<file path="src/rtl/nes_cpu_pkg.sv">
// rtl/nes_cpu_pkg.sv - shared CPU constants and types
package nes_cpu_pkg;

  localparam int MEM_ADDR_SIZE = 16;
  localparam int BYTE = 8;

  // Default number of back-to-back LSU grants tolerated while fetch waits
  localparam int STARVE_LIMIT_DEF = 4;

  // Which requester owns the read response arriving this cycle
  typedef enum logic [1:0] {
    OWN_NONE  = 2'd0,
    OWN_FETCH = 2'd1,
    OWN_LSU   = 2'd2
  } arb_owner_t;

endpackage

</file>
<file path="src/rtl/nes_mem_arbiter.sv">
// rtl/nes_mem_arbiter.sv - fetch/LSU arbiter for the single CPU memory port
module nes_mem_arbiter
  import nes_cpu_pkg::*;
#(
  parameter int MEM_ADDR_SIZE = nes_cpu_pkg::MEM_ADDR_SIZE,
  parameter int STARVE_LIMIT  = nes_cpu_pkg::STARVE_LIMIT_DEF
) (
  input  logic                     clk,
  input  logic                     rst,

  input  logic                     fetch_req_i,
  input  logic [MEM_ADDR_SIZE-1:0] fetch_addr_i,
  output logic                     fetch_gnt_o,
  output logic                     fetch_rvalid_o,
  output logic [BYTE-1:0]          fetch_rdata_o,

  input  logic                     lsu_req_i,
  input  logic                     lsu_we_i,
  input  logic                     lsu_lock_i,
  input  logic [MEM_ADDR_SIZE-1:0] lsu_addr_i,
  input  logic [BYTE-1:0]          lsu_wdata_i,
  output logic                     lsu_gnt_o,
  output logic                     lsu_rvalid_o,
  output logic [BYTE-1:0]          lsu_rdata_o,

  output logic                     mem_req_o,
  output logic                     mem_we_o,
  output logic [MEM_ADDR_SIZE-1:0] mem_addr_o,
  output logic [BYTE-1:0]          mem_wdata_o,
  input  logic [BYTE-1:0]          mem_rdata_i
);

  localparam logic [2:0] STARVE_MAX = 3'(STARVE_LIMIT);

  logic       lock_q;
  logic [2:0] starve_cnt;
  arb_owner_t owner_q;
  logic       fetch_gnt;
  logic       lsu_gnt;

  // Grant decision: lock first, then starvation guard, then LSU priority
  always_comb begin
    fetch_gnt = 1'b0;
    lsu_gnt   = 1'b0;
    if (!rst) begin
      if (lock_q) begin
        lsu_gnt = lsu_req_i;
      end else if (fetch_req_i && (starve_cnt == STARVE_MAX)) begin
        fetch_gnt = 1'b1;
      end else if (lsu_req_i) begin
        lsu_gnt = 1'b1;
      end else if (fetch_req_i) begin
        fetch_gnt = 1'b1;
      end
    end
  end

  // Drive the memory port from whichever requester won; idle port is all zero
  always_comb begin
    mem_req_o   = fetch_gnt | lsu_gnt;
    mem_we_o    = 1'b0;
    mem_addr_o  = '0;
    mem_wdata_o = '0;
    if (lsu_gnt) begin
      mem_we_o    = lsu_we_i;
      mem_addr_o  = lsu_addr_i;
      mem_wdata_o = lsu_wdata_i;
    end else if (fetch_gnt) begin
      mem_addr_o  = fetch_addr_i;
    end
  end

  // Lock, starvation counter and response owner tracking
  always_ff @(posedge clk) begin
    if (rst) begin
      lock_q     <= 1'b0;
      starve_cnt <= 3'd0;
      owner_q    <= OWN_NONE;
    end else begin
      if (lsu_gnt) begin
        lock_q <= lsu_lock_i;
      end

      // Locked sequences are atomic, so they neither count against nor relieve fetch
      if (!lock_q) begin
        if (fetch_gnt || !fetch_req_i) begin
          starve_cnt <= 3'd0;
        end else if (lsu_gnt && (starve_cnt != STARVE_MAX)) begin
          starve_cnt <= starve_cnt + 3'd1;
        end
      end

      if (fetch_gnt) begin
        owner_q <= OWN_FETCH;
      end else if (lsu_gnt && !lsu_we_i) begin
        owner_q <= OWN_LSU;
      end else begin
        owner_q <= OWN_NONE;
      end
    end
  end

  // Route the one-cycle-late read data back to its owner
  always_comb begin
    fetch_rvalid_o = (owner_q == OWN_FETCH);
    lsu_rvalid_o   = (owner_q == OWN_LSU);
    fetch_rdata_o  = fetch_rvalid_o ? mem_rdata_i : '0;
    lsu_rdata_o    = lsu_rvalid_o ? mem_rdata_i : '0;
  end

  assign fetch_gnt_o = fetch_gnt;
  assign lsu_gnt_o   = lsu_gnt;

endmodule
</file>
<file path="config.mk">
export PLATFORM = sky130hd
export DESIGN_NAME = nes_mem_arbiter
export DESIGN_NICKNAME = d
export VERILOG_FILES = /design/src/rtl/nes_cpu_pkg.sv /design/src/rtl/nes_mem_arbiter.sv
export SDC_FILE = /design/constraint.sdc
export NUM_CORES = 1
export LEC_CHECK = 0
export BUFFER_PORTS_ARGS = -buffer_cell sky130_fd_sc_hd__buf_4
export CAP_MARGIN = 20
export CORE_ASPECT_RATIO = 0.8
export CORE_MARGIN = 5
export CORE_UTILIZATION = 31
export DETAILED_ROUTE_END_ITERATION = 10
export HOLD_SLACK_MARGIN = 0.15
export MAX_ROUTING_LAYER = met4
export PLACE_DENSITY = 0.85
export RECOVER_POWER = 25
export SLEW_MARGIN = 40
export SYNTH_ARGS = -nofsm -noshare
export SYNTH_HDL_FRONTEND = slang
export SYNTH_SLANG_ARGS = --single-unit
</file>
<file path="constraint.sdc">
create_clock -name clk -period 2.78 [get_ports clk]
set_input_delay 0.139 -clock clk [delete_from_list [all_inputs] [get_ports clk]]
set_output_delay 0.139 -clock clk [all_outputs]
set_load 0.03 [all_outputs]
</file>
Word level (Yosys, flattened, before mapping)
Index checks and enable logic that the tools add are counted.
- output and inout port bits: 46
- bits in read-only memories: 0
- latch bits: 0
- memories: 0
- register bits after elaboration: 6
- RAM bits: 0
- logic and storage cells: 39
- divide/modulo/power cells: 0
- multiplexer cells: 19
- eq/ne operators: 4
- reduce and logical (&&, ||, !) cells: 9
- order comparisons: 0
- multiply operators: 0
- bitwise operators: 2
- $add $sub $neg: 1
- shift-type cells: 0
- operators by type and width (cell ; number):
    two-way mux 16 bit ; 2
    two-way mux 8 bit ; 3
    two-way mux 1 bit ; 11
    two-way mux 3 bit ; 2
    adder 3 x 1 -> 3 bit, second input constant ; 1
    == test 3 bit, second input constant ; 1
    logical AND 1 bit ; 3
    inequality test 3 bit, second input constant ; 1
    == test 2 x 1 -> 1 bit, second input constant ; 1
    == test 2 bit, second input constant ; 1
    zero test 1 bit ; 2
    two-way mux 2 bit ; 1
    AND reduction 2 bit ; 1
    nonzero test 2 bit ; 1
    OR reduction 2 bit ; 1
    logical OR 1 bit ; 1
    NOT 1 bit ; 1
    OR 1 bit ; 1

Longest topological paths before layout
- depth after elaboration: 8
- depth in mapped cells: 6
- depth with buffers taken out: 5

Worst setup path before layout
OpenSTA, ideal clock, no wires.
- path type: register -> output
- start point: register starve_cnt[0]
- end point: output port mem_addr_o[2]
- stages on the path, launching flop included: 7
- data required time: 2.641 ns
- path slack: 1.159 ns
- arrival: 1.482 ns
- cell sequence: dfxtp_1 > inv_1 > ha_1 > a311oi_2 > buf_4 > buf_6 > a22o_1
- longest elaborated chain between the ends: 7
- elaborated cells on any way between the ends: 10
- classes of those cells: eq/ne: 1; mux: 8; reduce/logical: 1
- RTL lines (element ; line ; source):
    start: declaration ; nes_mem_arbiter.sv:36 ; logic [2:0] starve_cnt;
    start signal: assignment ; nes_mem_arbiter.sv:89 ; starve_cnt <= starve_cnt + 3'd1;
    == test 3 bit * ; nes_mem_arbiter.sv:48 ; end else if (fetch_req_i && (starve_cnt == STARVE_MAX)) begin
    logical AND 1 bit * ; nes_mem_arbiter.sv:48 ;
    two-way mux 1 bit ; nes_mem_arbiter.sv:48 ;
    two-way mux 1 bit ; nes_mem_arbiter.sv:46 ; if (lock_q) begin
    two-way mux 1 bit ; nes_mem_arbiter.sv:45 ; if (!rst) begin
    two-way mux 16 bit ; nes_mem_arbiter.sv:68 ; end else if (fetch_gnt) begin
    two-way mux 16 bit * ; nes_mem_arbiter.sv:64 ; if (lsu_gnt) begin
    end: declaration ; nes_mem_arbiter.sv:28 ; output logic [MEM_ADDR_SIZE-1:0] mem_addr_o,
Every way passes the cells marked *; elsewhere a longest branch is shown, timed or not.

Worst setup path in the final report
- start point: input port rst
- end point: output port mem_addr_o[13]
- longest elaborated chain between the ends: 3
- elaborated cells on any way between the ends: 4
- classes of those cells: mux: 4
- RTL lines (element ; line ; source):
    start: declaration ; nes_mem_arbiter.sv:9 ; input logic rst,
    two-way mux 1 bit ; nes_mem_arbiter.sv:45 ;
    two-way mux 16 bit ; nes_mem_arbiter.sv:68 ;
    two-way mux 16 bit * ; nes_mem_arbiter.sv:64 ;
Marks and branches as above.

==> flow_summary_export.csv <==
group,metric,value,unit
run_status,status,"complete, no violations",
floorplanning,chipWidth,61.8,µm
sta,finClkSkew,0.00272,ns
clock_network,clkLatencyLatePin,0.25,ns
synthesis,yosys_warnings,0,
clock_network,cts_max_level,1,
synthesis,synth_nets,138,
sta,rsz0062_at_grt,"no",
finish,multiInputGateArea,489,µm²
drt,drtIter0Drc,16,
setup_path,startpoint_type,"primary input",
sta,period_needed,2.21,ns
floorplanning,start_util,31.7,%
grt,grt_max_degree,30,
finish,syn_to_final_growth,114,%
synthesis,synthXorXnorAreaFrac,0,%
drt,dr.pass1.iters,4,
pwr,pwr_density_cell,276,nW/µm²
finish,finalNonFillerCells,206,
synthesis,synth_mux_area_share,0,%
drt,vias,1000,
pwr,ir_drop,182,µV
clock_network,clk_pin_slew,0.04,ns
floorplanning,num_rows,15,
synthesis,yosys.area_share.simple,38.2,%
pwr,leakage,0.762,nW
synthesis,ys_seq_area_share,18.0,%
floorplanning,ios,100,
setup_path,end_kind,"output port",
placement,dp.cells,201,
floorplanning,core_area,2100,µm²
synthesis,synth-compound-area-share,32.0,%
synthesis,ys_types,24,
grt,grt_antenna_before_repair,0,
drt,top_layer,"met4",
sta,fmax,453,MHz
sta,hold_viol,0,
finish,post-route-util,67.9,%
sta,slew_headroom,71.7,%
setup_path,path_max_fanout,18,
run,drv_cap,0,
grt,grt_usage,20.2,%
sta,whs,0.203,ns
pwr,finalPower,0.393,mW
placement,gp_congestion,0.983,
drt,wl_met1,1030,µm
finish,drive_above_1_share,56.9,%
finish,fillers,192,
floorplanning,die-area,3180,µm²
synthesis,synth_area,666,µm²
drt,finalWirelength,3110,µm
grt,grt_pass1_wl,4640,µm
clock_network,cts_tree,"done",
sta,slew_viol_final,0,
finish,antenna_cells,0,
grt,overflow,0,
clock_network,numCtsBuffers,3,
setup_path,cp_data_arrival_time,2.07,ns
synthesis,ys_ff_latch,6,
placement,port_buffers,99,
setup_path,critPathKind,"in -> out",
drt,met3_length,375,µm
synthesis,avgSynthCellArea,8.12,µm²
grt,grt_pass1_vias,1048,
floorplanning,die_h,51.4,µm
synthesis,synth_fa_ha_area_share,3.76,%
setup_path,cp.required,2.64,ns
synthesis,synth_top_family_by_area,"simple AND/OR/NAND/NOR gates",
sta,setup_viol,0,
clock_network,clkSinkCount,6,
placement,place_area,1410,µm²
sta,worst_pin_slew,0.424,ns
finish,seq_area,120,µm²
sta,setup_ws,0.570,ns
drt,routed_via_density,4.85,
drt,wl_per_cell,15.1,µm
finish,postLayoutCellArea,1430,µm²
clock_network,clock_path_buffers,2,
clock_network,cts-root-buf,"clkbuf_4",
sta,setup_tns,0,ns
drt,final_antenna_net_count,0,
min_path,hold_class,"in -> reg",
drt,drc,0,
sta,finalCritPeriodShare,79.5,%
placement,place_ws,1.09,ns
synthesis,netlist_instances,82,
drt,route.met2.wl,1700,µm
finish,final_nets,239,
-- cells by family (layout without fill, tap and decap cells) --
group,Yosys count,after routing
AOI/OAI and AO/OA,25,25
adders and majority gates,2,2
buffers and inverters,9,108
DFF,6,6
and+or+nand+nor,40,40
-- layer usage --
metal | up-vias | GRT usage [%]
met1 | 449 | 20.6
met4 | 0 | 4.24
met5 | - | -
met3 | 2 | 7.32
li1 | 491 | -
met2 | 58 | 36.6
-- cells in the mapped netlist (all sizes together) --
library cell  count  share of area (%)
clkbuf            2                1.1
o211ai            2                2.3
nand2             3                1.7
a22o             16                 21
nor3b             2                2.3
a21o              1                1.1
and2             25                 23
a311oi            1                2.3
ha                2                3.8
a21oi             3                2.3
nor2b             4                4.1
or3b              1                1.7
inv               3                1.7
a21boi            1                1.7
buf               4                5.3
o221ai            1                1.3
dfxtp             6                 18
nor2              3                2.8
or2               1               0.94
and2b             1                1.1
-- what timing repair did --
action / 4_1_cts / 5_1_grt
resized for setup: 0 / 0
hold buffers: 2 / 0
endpoints found under the hold margin: 4 / 0
setup buffers: 0 / 0
-- area by class of cell --
cell class	instances	share of cell area [%]
Clock buffer	3	1.58
Multi-Input combinational cell	67	34.3
Timing Repair Buffer	102	52.7
Sequential cell	6	8.42
Tap cell	25	2.19
Inverter	3	0.789
-- power breakdown --
group	total [mW]	leakage [nW]	internal [mW]	switching, mW
Clock	0.0815	0.0138	0.0489	0.0326
Combinational	0.218	0.699	0.107	0.111
Sequential	0.0939	0.0491	0.0900	0.00391
-- worst paths after layout --
path	startpoint	endpoint	slack, ns	cells after the start
max	rst	mem_addr_o[13]	0.57	6
max reg2reg	starve_cnt[0]	owner_q[1]	1.32	5
min	lsu_we_i	owner_q[1]	0.20	2
min reg2reg	starve_cnt[0]	starve_cnt[0]	0.50	2
-- cell usage in the layout (no fill, tap or decap) --
cell type,count
buf_4,95
and2_1,20
a22o_1,16
dfxtp_1,6
and2_0,5
clkbuf_1,5
inv_1,3
nor2b_1,3
nand2_1,3
a21oi_1,3
clkbuf_4,3
nor3b_1,2
nor2_1,2
o211ai_1,2
ha_1,2
dlygate4sd3_1,2
nor2b_2,1
a311oi_2,1
a21boi_2,1
or3b_1,1
nor2_4,1
or2_2,1
o221ai_1,1
and2b_1,1
a21o_1,1
-- worst max-delay path, stage by stage --
cell	delay, ns
dlygate4sd3_1	0.53
clkbuf_1	0.19
or3b_1	0.48
nor2_4	0.36
a22o_1	0.20
buf_4	0.16
-- state kept, by name, summed over array words and instances, names as in the netlist --
register and count:
starve_cnt 3, owner_q 2, lock_q 1
(Power assumes the default switching activity.)
